`config.mk`:
```
export PLATFORM = sky130hd
export DESIGN_NAME = opcode_issuer
export DESIGN_NICKNAME = d
export VERILOG_FILES = /design/src/rtl/opcode_pkg.sv /design/src/rtl/opcode_fifo.sv /design/src/rtl/opcode_issuer.sv
export SDC_FILE = /design/constraint.sdc
export NUM_CORES = 1
export LEC_CHECK = 0
export ABC_AREA = 1
export BUFFER_PORTS_ARGS = -buffer_cell sky130_fd_sc_hd__buf_4
export CELL_PAD_IN_SITES_DETAIL_PLACEMENT = 0
export CELL_PAD_IN_SITES_GLOBAL_PLACEMENT = 1
export CORE_MARGIN = 10
export CORE_UTILIZATION = 35
export DETAILED_ROUTE_END_ITERATION = 10
export GPL_TIMING_DRIVEN = 1
export PLACE_DENSITY = 0.62
export SLEW_MARGIN = 15
export SYNTH_ARGS = -nofsm -noshare
export SYNTH_HDL_FRONTEND = slang
export SYNTH_SLANG_ARGS = --single-unit
export TNS_END_PERCENT = 1
```
`constraint.sdc`:
```
create_clock -name clk -period 4.2 [get_ports clk]
set_input_delay 1.05 -clock clk [delete_from_list [all_inputs] [get_ports clk]]
set_output_delay 1.05 -clock clk [all_outputs]
set_load 0.02 [all_outputs]
```
`src/rtl/opcode_pkg.sv`:
```
// Operation and opcode types shared by the opcode issuer and its FIFO.
// Holds the 3-bit operation codes, the 6-bit one-hot opcode words and the encoder.
package opcode_pkg;

  typedef logic [2:0] operation_t;
  typedef logic [5:0] opcode_t;

  localparam int unsigned OPC_W = 6;

  localparam operation_t OP_NOP     = 3'b000;
  localparam operation_t OP_ADD     = 3'b001;
  localparam operation_t OP_SUB     = 3'b010;
  localparam operation_t OP_AND     = 3'b011;
  localparam operation_t OP_OR      = 3'b100;
  localparam operation_t OP_XOR     = 3'b101;
  localparam operation_t OP_SHL     = 3'b110;
  localparam operation_t OP_ILLEGAL = 3'b111;

  localparam opcode_t OPC_NOP = 6'b000000;
  localparam opcode_t OPC_ADD = 6'b100000;
  localparam opcode_t OPC_SUB = 6'b010000;
  localparam opcode_t OPC_AND = 6'b001000;
  localparam opcode_t OPC_OR  = 6'b000100;
  localparam opcode_t OPC_XOR = 6'b000010;
  localparam opcode_t OPC_SHL = 6'b000001;

  // Illegal codes map to the all-zero word; callers must filter them before pushing.
  function automatic opcode_t encode(input operation_t op);
    opcode_t opc;
    case (op)
      OP_NOP:  opc = OPC_NOP;
      OP_ADD:  opc = OPC_ADD;
      OP_SUB:  opc = OPC_SUB;
      OP_AND:  opc = OPC_AND;
      OP_OR:   opc = OPC_OR;
      OP_XOR:  opc = OPC_XOR;
      OP_SHL:  opc = OPC_SHL;
      default: opc = OPC_NOP;
    endcase
    return opc;
  endfunction

endpackage

```
`src/rtl/opcode_fifo.sv`:
```
// Generic DEPTH x 6 synchronous FIFO with registered level and full/empty flags.
// Push while full and pop while empty are ignored; no pass-through when empty.
module opcode_fifo
  import opcode_pkg::*;
#(
  parameter int unsigned DEPTH = 4
) (
  input  logic                       clk,
  input  logic                       rst_n,
  input  logic                       i_push,
  input  logic [OPC_W-1:0]           i_data,
  input  logic                       i_pop,
  output logic [OPC_W-1:0]           o_head,
  output logic                       o_full,
  output logic                       o_empty,
  output logic [$clog2(DEPTH):0]     o_level
);

  localparam int unsigned PTR_W = $clog2(DEPTH);
  localparam int unsigned LVL_W = PTR_W + 1;

  logic [OPC_W-1:0] r_mem [DEPTH];
  logic [PTR_W-1:0] r_wr_ptr;
  logic [PTR_W-1:0] r_rd_ptr;
  logic [LVL_W-1:0] r_level;

  logic w_push;
  logic w_pop;

  assign o_full  = (r_level == LVL_W'(DEPTH));
  assign o_empty = (r_level == '0);
  assign w_push  = i_push && !o_full;
  assign w_pop   = i_pop && !o_empty;
  assign o_head  = r_mem[r_rd_ptr];
  assign o_level = r_level;

  // Pointers wrap naturally because DEPTH is a power of two.
  always_ff @(posedge clk or negedge rst_n) begin
    if (!rst_n) begin
      r_wr_ptr <= '0;
      r_rd_ptr <= '0;
      r_level  <= '0;
    end else begin
      if (w_push) begin
        r_wr_ptr <= r_wr_ptr + 1'b1;
      end
      if (w_pop) begin
        r_rd_ptr <= r_rd_ptr + 1'b1;
      end
      case ({w_push, w_pop})
        2'b10:   r_level <= r_level + 1'b1;
        2'b01:   r_level <= r_level - 1'b1;
        default: r_level <= r_level;
      endcase
    end
  end

  always_ff @(posedge clk) begin
    if (w_push) begin
      r_mem[r_wr_ptr] <= i_data;
    end
  end

endmodule

```
`src/rtl/opcode_issuer.sv`:
```
// Accepts 3-bit operations, encodes them to one-hot opcode words and queues them
// for the ALU front end; tracks issued opcodes and illegal requests.
module opcode_issuer
  import opcode_pkg::*;
#(
  parameter int unsigned DEPTH = 4,
  parameter int unsigned CNT_W = 16
) (
  input  logic                   clk,
  input  logic                   rst_n,
  input  logic                   op_valid,
  output logic                   op_ready,
  input  logic [2:0]             op_operation,
  output logic                   opc_valid,
  input  logic                   opc_ready,
  output logic [5:0]             opc_opcode,
  output logic                   illegal_seen,
  input  logic                   clear_err,
  output logic [$clog2(DEPTH):0] fifo_level,
  output logic [CNT_W-1:0]       issued_count
);

  logic             w_full;
  logic             w_empty;
  logic             w_up_xfer;
  logic             w_dn_xfer;
  logic             w_illegal;
  logic             w_push;
  logic [OPC_W-1:0] w_head;
  logic [OPC_W-1:0] w_enc;

  logic             r_illegal_seen;
  logic [CNT_W-1:0] r_issued_count;

  assign w_up_xfer = op_valid && !w_full;
  assign w_dn_xfer = opc_ready && !w_empty;
  assign w_illegal = (op_operation == OP_ILLEGAL);
  assign w_push    = w_up_xfer && !w_illegal;
  assign w_enc     = encode(op_operation);

  opcode_fifo #(
    .DEPTH (DEPTH)
  ) u_fifo (
    .clk     (clk),
    .rst_n   (rst_n),
    .i_push  (w_push),
    .i_data  (w_enc),
    .i_pop   (w_dn_xfer),
    .o_head  (w_head),
    .o_full  (w_full),
    .o_empty (w_empty),
    .o_level (fifo_level)
  );

  // Set beats clear when an illegal transfer and clear_err coincide.
  always_ff @(posedge clk or negedge rst_n) begin
    if (!rst_n) begin
      r_illegal_seen <= 1'b0;
      r_issued_count <= '0;
    end else begin
      if (w_up_xfer && w_illegal) begin
        r_illegal_seen <= 1'b1;
      end else if (clear_err) begin
        r_illegal_seen <= 1'b0;
      end
      if (w_dn_xfer) begin
        r_issued_count <= r_issued_count + 1'b1;
      end
    end
  end

  assign op_ready     = !w_full;
  assign opc_valid    = !w_empty;
  assign opc_opcode   = w_empty ? '0 : w_head;
  assign illegal_seen = r_illegal_seen;
  assign issued_count = r_issued_count;

endmodule
```
* Word level (Yosys, flattened, before mapping)
Memory sizes are Yosys's and may differ from the RTL's.
Cells that the tools add are included.
Widths: inputs -> output; s select.
** Word-level totals
- Register bits after elaboration :: 24
- Memory bits (writable) :: 24
- Input bits :: 8
- Output and inout bits :: 28
- Word-level logic and storage cells :: 40
- Memories kept :: 1
** Operators by class
- $add $sub $neg :: 5
- Equal/unequal tests :: 10
- Mux-type cells :: 7
- Reductions and logical operators :: 12
** Memory list
- u_fifo.r_mem :: words 4, bits a word 6, rd ports 1, clocked after Yosys merged registers in 0, write ports 1, RTL line opcode_fifo.sv:22 : logic [OPC_W-1:0] r_mem [DEPTH];
** Operator list (count)
- $pmux 6 s6 :: 1
- $add 16x1->16 const B :: 1
- $eq 3x3->1 const B :: 5
- $eq 3x2->1 const B :: 2
- $logic_and 1x1->1 :: 6
- $mux 6 :: 1
- $pmux 3 s2 :: 1
- $add 2x1->2 const B :: 2
- $mux 1 :: 4
- $reduce_bool 2->1 :: 2
- $add 3x1->3 const B :: 1
- $eq 3x1->1 const B :: 1
- $logic_not 1->1 :: 3
- $logic_not 3->1 :: 1
- $sub 3x1->3 const B :: 1
- $eq 2x1->1 const B :: 1
- $eq 2x2->1 const B :: 1

* Longest topological paths before layout
- Word-level depth :: 7
- Mapped depth :: 10
- Gate-level depth less buffers :: 10

* Modules after synthesis
Synthesis repeated with hierarchy kept, for this count alone.
** Second synthesis, totals
- Cells, all modules :: 261
- Area total of the unflattened synthesis :: 2428.6 µm²
** Modules (own cells, without submodules)
- opcode_fifo :: times used 1, cells each 131, area each 1427.6 µm², sequential area each 895.9 µm²
- opcode_issuer :: times used 1, cells each 130, area each 1001.0 µm², sequential area each 425.4 µm²

* Worst setup path before layout
No wires, ideal clock.
- Path kind :: input-to-reg
- From :: input op_operation[2]
- To :: register u_fifo.r_level[2] (netlist: u_fifo.o_level[2])
- Setup time :: 0.131 ns
- Arrival time :: 2.230 ns
- Data required time :: 4.069 ns
- Setup slack :: 1.839 ns
- Stages :: 8
- Path buffers :: 0
- Cell sequence :: nand3_1 -> nand3_2 -> ha_1 -> inv_1 -> fa_1 -> a21oi_1 -> o21ai_0 -> xor2_1
** On the way
- Word-level cells in the longest chain between the ends :: 6
- Elaborated cells on any way between the ends :: 8
- Those cells by class :: eq/ne (3); mux (1); reduce/logical (4)
** Ends and longest elaborated chain
- from (decl) :: RTL line opcode_issuer.sv:13 : input logic [2:0] op_operation,
- $eq 3x3->1 * :: RTL line opcode_issuer.sv:37 : assign w_illegal = (op_operation == OP_ILLEGAL);
- $logic_not 1->1 * :: RTL line opcode_issuer.sv:38 : assign w_push = w_up_xfer && !w_illegal;
- $logic_and 1x1->1 * :: RTL line opcode_issuer.sv:38
- $logic_and 1x1->1 * :: RTL line opcode_fifo.sv:32 : assign w_push = i_push && !o_full;
- $eq 2x1->1 or $eq 2x2->1 (tied branches) :: RTL line opcode_fifo.sv:50 : case ({w_push, w_pop})
- $pmux 3 s2 or $reduce_bool 2->1 (tied branches)
- to (signal assigned) :: RTL line opcode_fifo.sv:51 : 2'b10: r_level <= r_level + 1'b1;
- to (signal assigned) :: RTL line opcode_fifo.sv:52 : 2'b01: r_level <= r_level - 1'b1;
- to (signal assigned) :: RTL line opcode_fifo.sv:53 : default: r_level <= r_level;
- to (decl) :: RTL line opcode_fifo.sv:25 : logic [LVL_W-1:0] r_level;
Every way passes the cells marked *; elsewhere a longest branch is shown, timed or not.
A chain may end at the register's enable or synchronous reset.

* Worst setup path in the final report
- From :: register u_fifo.r_rd_ptr[0]
- To :: output opc_opcode[3]
** On the way
- Word-level cells in the longest chain between the ends :: 2
** Ends and longest elaborated chain
- from (decl) :: RTL line opcode_fifo.sv:24 : logic [PTR_W-1:0] r_rd_ptr;
- from (signal assigned) :: RTL line opcode_fifo.sv:48 : r_rd_ptr <= r_rd_ptr + 1'b1;
- $mem_v2 4x6
- $mux 6 :: RTL line opcode_issuer.sv:74 : assign opc_opcode = w_empty ? '0 : w_head;
- to (decl) :: RTL line opcode_issuer.sv:16 : output logic [5:0] opc_opcode,
No other way between the ends.

==> metrics.csv <==
stage,metric,value,unit
hold_path,hold_path_startpoint,issued_count[6],
sta,fin_crit,2.860,ns
outcome,outcome,completed,
sta,whs,0.5231,ns
global_routing,grt_usage,10.17,%
critical_path,cp.required,3.15,ns
global_routing,grt_max_degree,25,
clocking,clkLatencyLatePin,0.30,ns
sta,slew_headroom,58.59,%
sta,fmax,0.3496,GHz
sta,slew_viol_final,0,
synthesis,yosys.area.top_type,edfxtp_1,
global_routing,globalRoute.totalOverflow,0,
clocking,postCtsSetupBuffers,0,
clocking,cts_max_level,2,
die,initial_core_util,36.19,%
final_layout,fin_util,43.22,%
synthesis,synth-compound-area-share,5.035,%
pwr,p_leak,1.225,nW
die,dieArea,10250,um2
global_routing,grt_pass1_wl,8.266,mm
global_routing,grt_antenna_before_repair,0,
placed_design,gp_congestion,0.7514,
synthesis,synth_nets,256,
die,die_y,101.3,um
clocking,ctsHoldBuffers,0,
die,die_w,101.3,um
clocking,cts_root_buffer,clkbuf_8,
pwr,power.density,640.5,nW/um2
drt,via_per_inst,4.597,
die,pin_count,36,
synthesis,netlist_area,2311,um2
final_layout,final_area,2760,um2
synthesis,synth-async-reset-ratio,50.00,%
placed_design,portBuffers,35,
final_layout,layout-drive-gt1-share,19.64,%
clocking,cts_max_path_buffers,2,
sta,finalCritPeriodShare,68.11,%
synthesis,synth_edf_count,24,
job,cap_violations,0,
final_layout,fill_cells,662,
clocking,cts_resized,0,
drt,drc,0,
sta,setup_slack,1.340,ns
synthesis,synthDistinctLibCells,24,
sta,finalHoldViolations,0,
drt,vias,1641,
final_layout,diodes,0,
drt,drt_wl_total,5.059,mm
clocking,cts_tree,yes,
critical_path,cp_data_arrival_time,1.81,ns
critical_path,path_class,register to output port,
drt,initialDrtViolationCount,63,
synthesis,yosys-mux-area-fraction,0,%
global_routing,grt_pass1_vias,1607,
die,core_area,6386,um2
clocking,clkTransAtPathRegs,0.09,ns
synthesis,seq_area_frac_synth,57.17,%
synthesis,synth_top_family_by_area,simple AND/OR/NAND/NOR gates,
sta,rsz0062_at_grt,no,
placed_design,placed_cell_area,2645,um2
die,rows,29,
synthesis,synthAdderAreaFrac,4.115,%
critical_path,path_max_fanout,14,
clocking,cts.sinks,48,
pwr,vdd_drop_max,0.0003524,V
synthesis,syn_area_per_cell,9.589,um2
synthesis,synth_xor_area_share,4.548,%
synthesis,synth_commonest_cells,"46 x nand2_1, 43 x nor2_1, 26 x inv_1",
drt,wl_per_cell,14.17,um
sta,finClkSkew,0.002070,ns
sta,totalNegativeSetupSlack,0,ns
clocking,numCtsBuffers,5,
placed_design,dp_hpwl,3.738,mm
drt,ant_nets,0,
critical_path,startpoint,u_fifo.r_rd_ptr[0],
synthesis,synth.most_common_cell,nand2_1,
final_layout,nNetsFinal,294,
sta,setup_viol,0,
final_layout,syn_to_final_growth,19.44,%
synthesis,netlist.area_leader.share,31.19,%
synthesis,ys_ff_latch,48,
critical_path,critPathLaunchType,register,
synthesis,yosysWarnings,0,
hold_path,hp-class,register to register,
sta,tightest_slew,0.6189,ns
drt,drtPass1Iterations,4,
synthesis,synth_cells,241,
placed_design,place_ws,1.515,ns
critical_path,cp-end-kind,output port,
synthesis,synth_area_leaders,"edfxtp_1 31%, dfrtp_1 26%, nand2_1 7.5%",
synthesis,synth_flop_cell,edfxtp_1,
critical_path,rr_startpoint,u_fifo.o_level[0],
synthesis,synthSimpleGateAreaFrac,23.82,%
[metal layers]
| metal | track usage [%] | share of wire, % | up-vias |
|---|---|---|---|
| met5 | 0 | 0 | - |
| met4 | 3.215 | 1.2 | 0 |
| met3 | 4.084 | 5.9 | 5 |
| met2 | 15.14 | 45 | 31 |
| met1 | 13.21 | 48 | 749 |
| li1 | - | - | 856 |
[cells in the final DEF (no fill, tap or decap), types with 7 or more instances in the layout]
cell,netlist,routed
nand2_1,46,46
nor2_1,43,43
buf_4,0,35
inv_1,26,26
dfrtp_1,24,24
edfxtp_1,24,24
o21ai_0,14,14
xor2_1,9,9
a21oi_1,8,8
nand3_1,7,7
[report_power, final]
| part | switching (W) | total [W] | internal (W) |
|---|---|---|---|
| Combinational | 0.000425 | 0.000695 | 0.000270 |
| Clock | 0.000167 | 0.000347 | 0.000180 |
| Sequential | 0.000118 | 0.000726 | 0.000608 |
| Total | 0.000710 | 0.00177 | 0.00106 |
[metrics by stage]
step,std cells,total power [W]
floorplan,241,0.001175
global placement,349,0.001452
detailed placement,349,0.001452
CTS,357,0.001802
global route,357,0.001914
finish,357,0.001768
[state kept, by name, indices dropped and copies added (netlist names)]
signal and flops:
u_fifo.o_level 3, issued_count 16, u_fifo.r_mem 24, illegal_seen 1, u_fifo.r_wr_ptr 2, u_fifo.r_rd_ptr 2
[final cells by class]
cell class / instances / area [um2] / share of cell area (%)
sequential: 48 / 1321 / 47.87
timing repair buffer: 35 / 262.8 / 9.519
inverter: 26 / 97.59 / 3.536
multi-input combinational: 163 / 867.1 / 31.41
tap: 77 / 96.34 / 3.490
clock inverter: 3 / 46.29 / 1.677
clock buffer: 5 / 68.82 / 2.493
[cell families after synthesis]
logic type      after synthesis
compound gates               23
xor+xnor                     12
fa+ha+maj                     7
buf+inv                      30
flops                        48
simple gates                121
[worst max-delay path, cell delays in order (launching register included)]
cell	delay [ns]
dfrtp_1	0.56
inv_1	0.39
o21ai_0	0.16
a21oi_1	0.21
buf_4	0.17
[worst paths after layout]
| check | end | slack, ns | cells past startpoint |
|---|---|---|---|
| worst max-delay path | opc_opcode[3] | 1.34 | 4 |
| worst min-delay path | issued_count[6] | 0.52 | 1 |
| worst max register to register | u_fifo.o_level[2] | 2.11 | 10 |
| worst min register to register | issued_count[6] | 0.52 | 1 |
| max in group asynchronous | illegal_seen | 3.32 | 1 |
| min in group asynchronous | issued_count[14] | 0.63 | 1 |
Note: power is estimated with default switching activity, not from simulation.
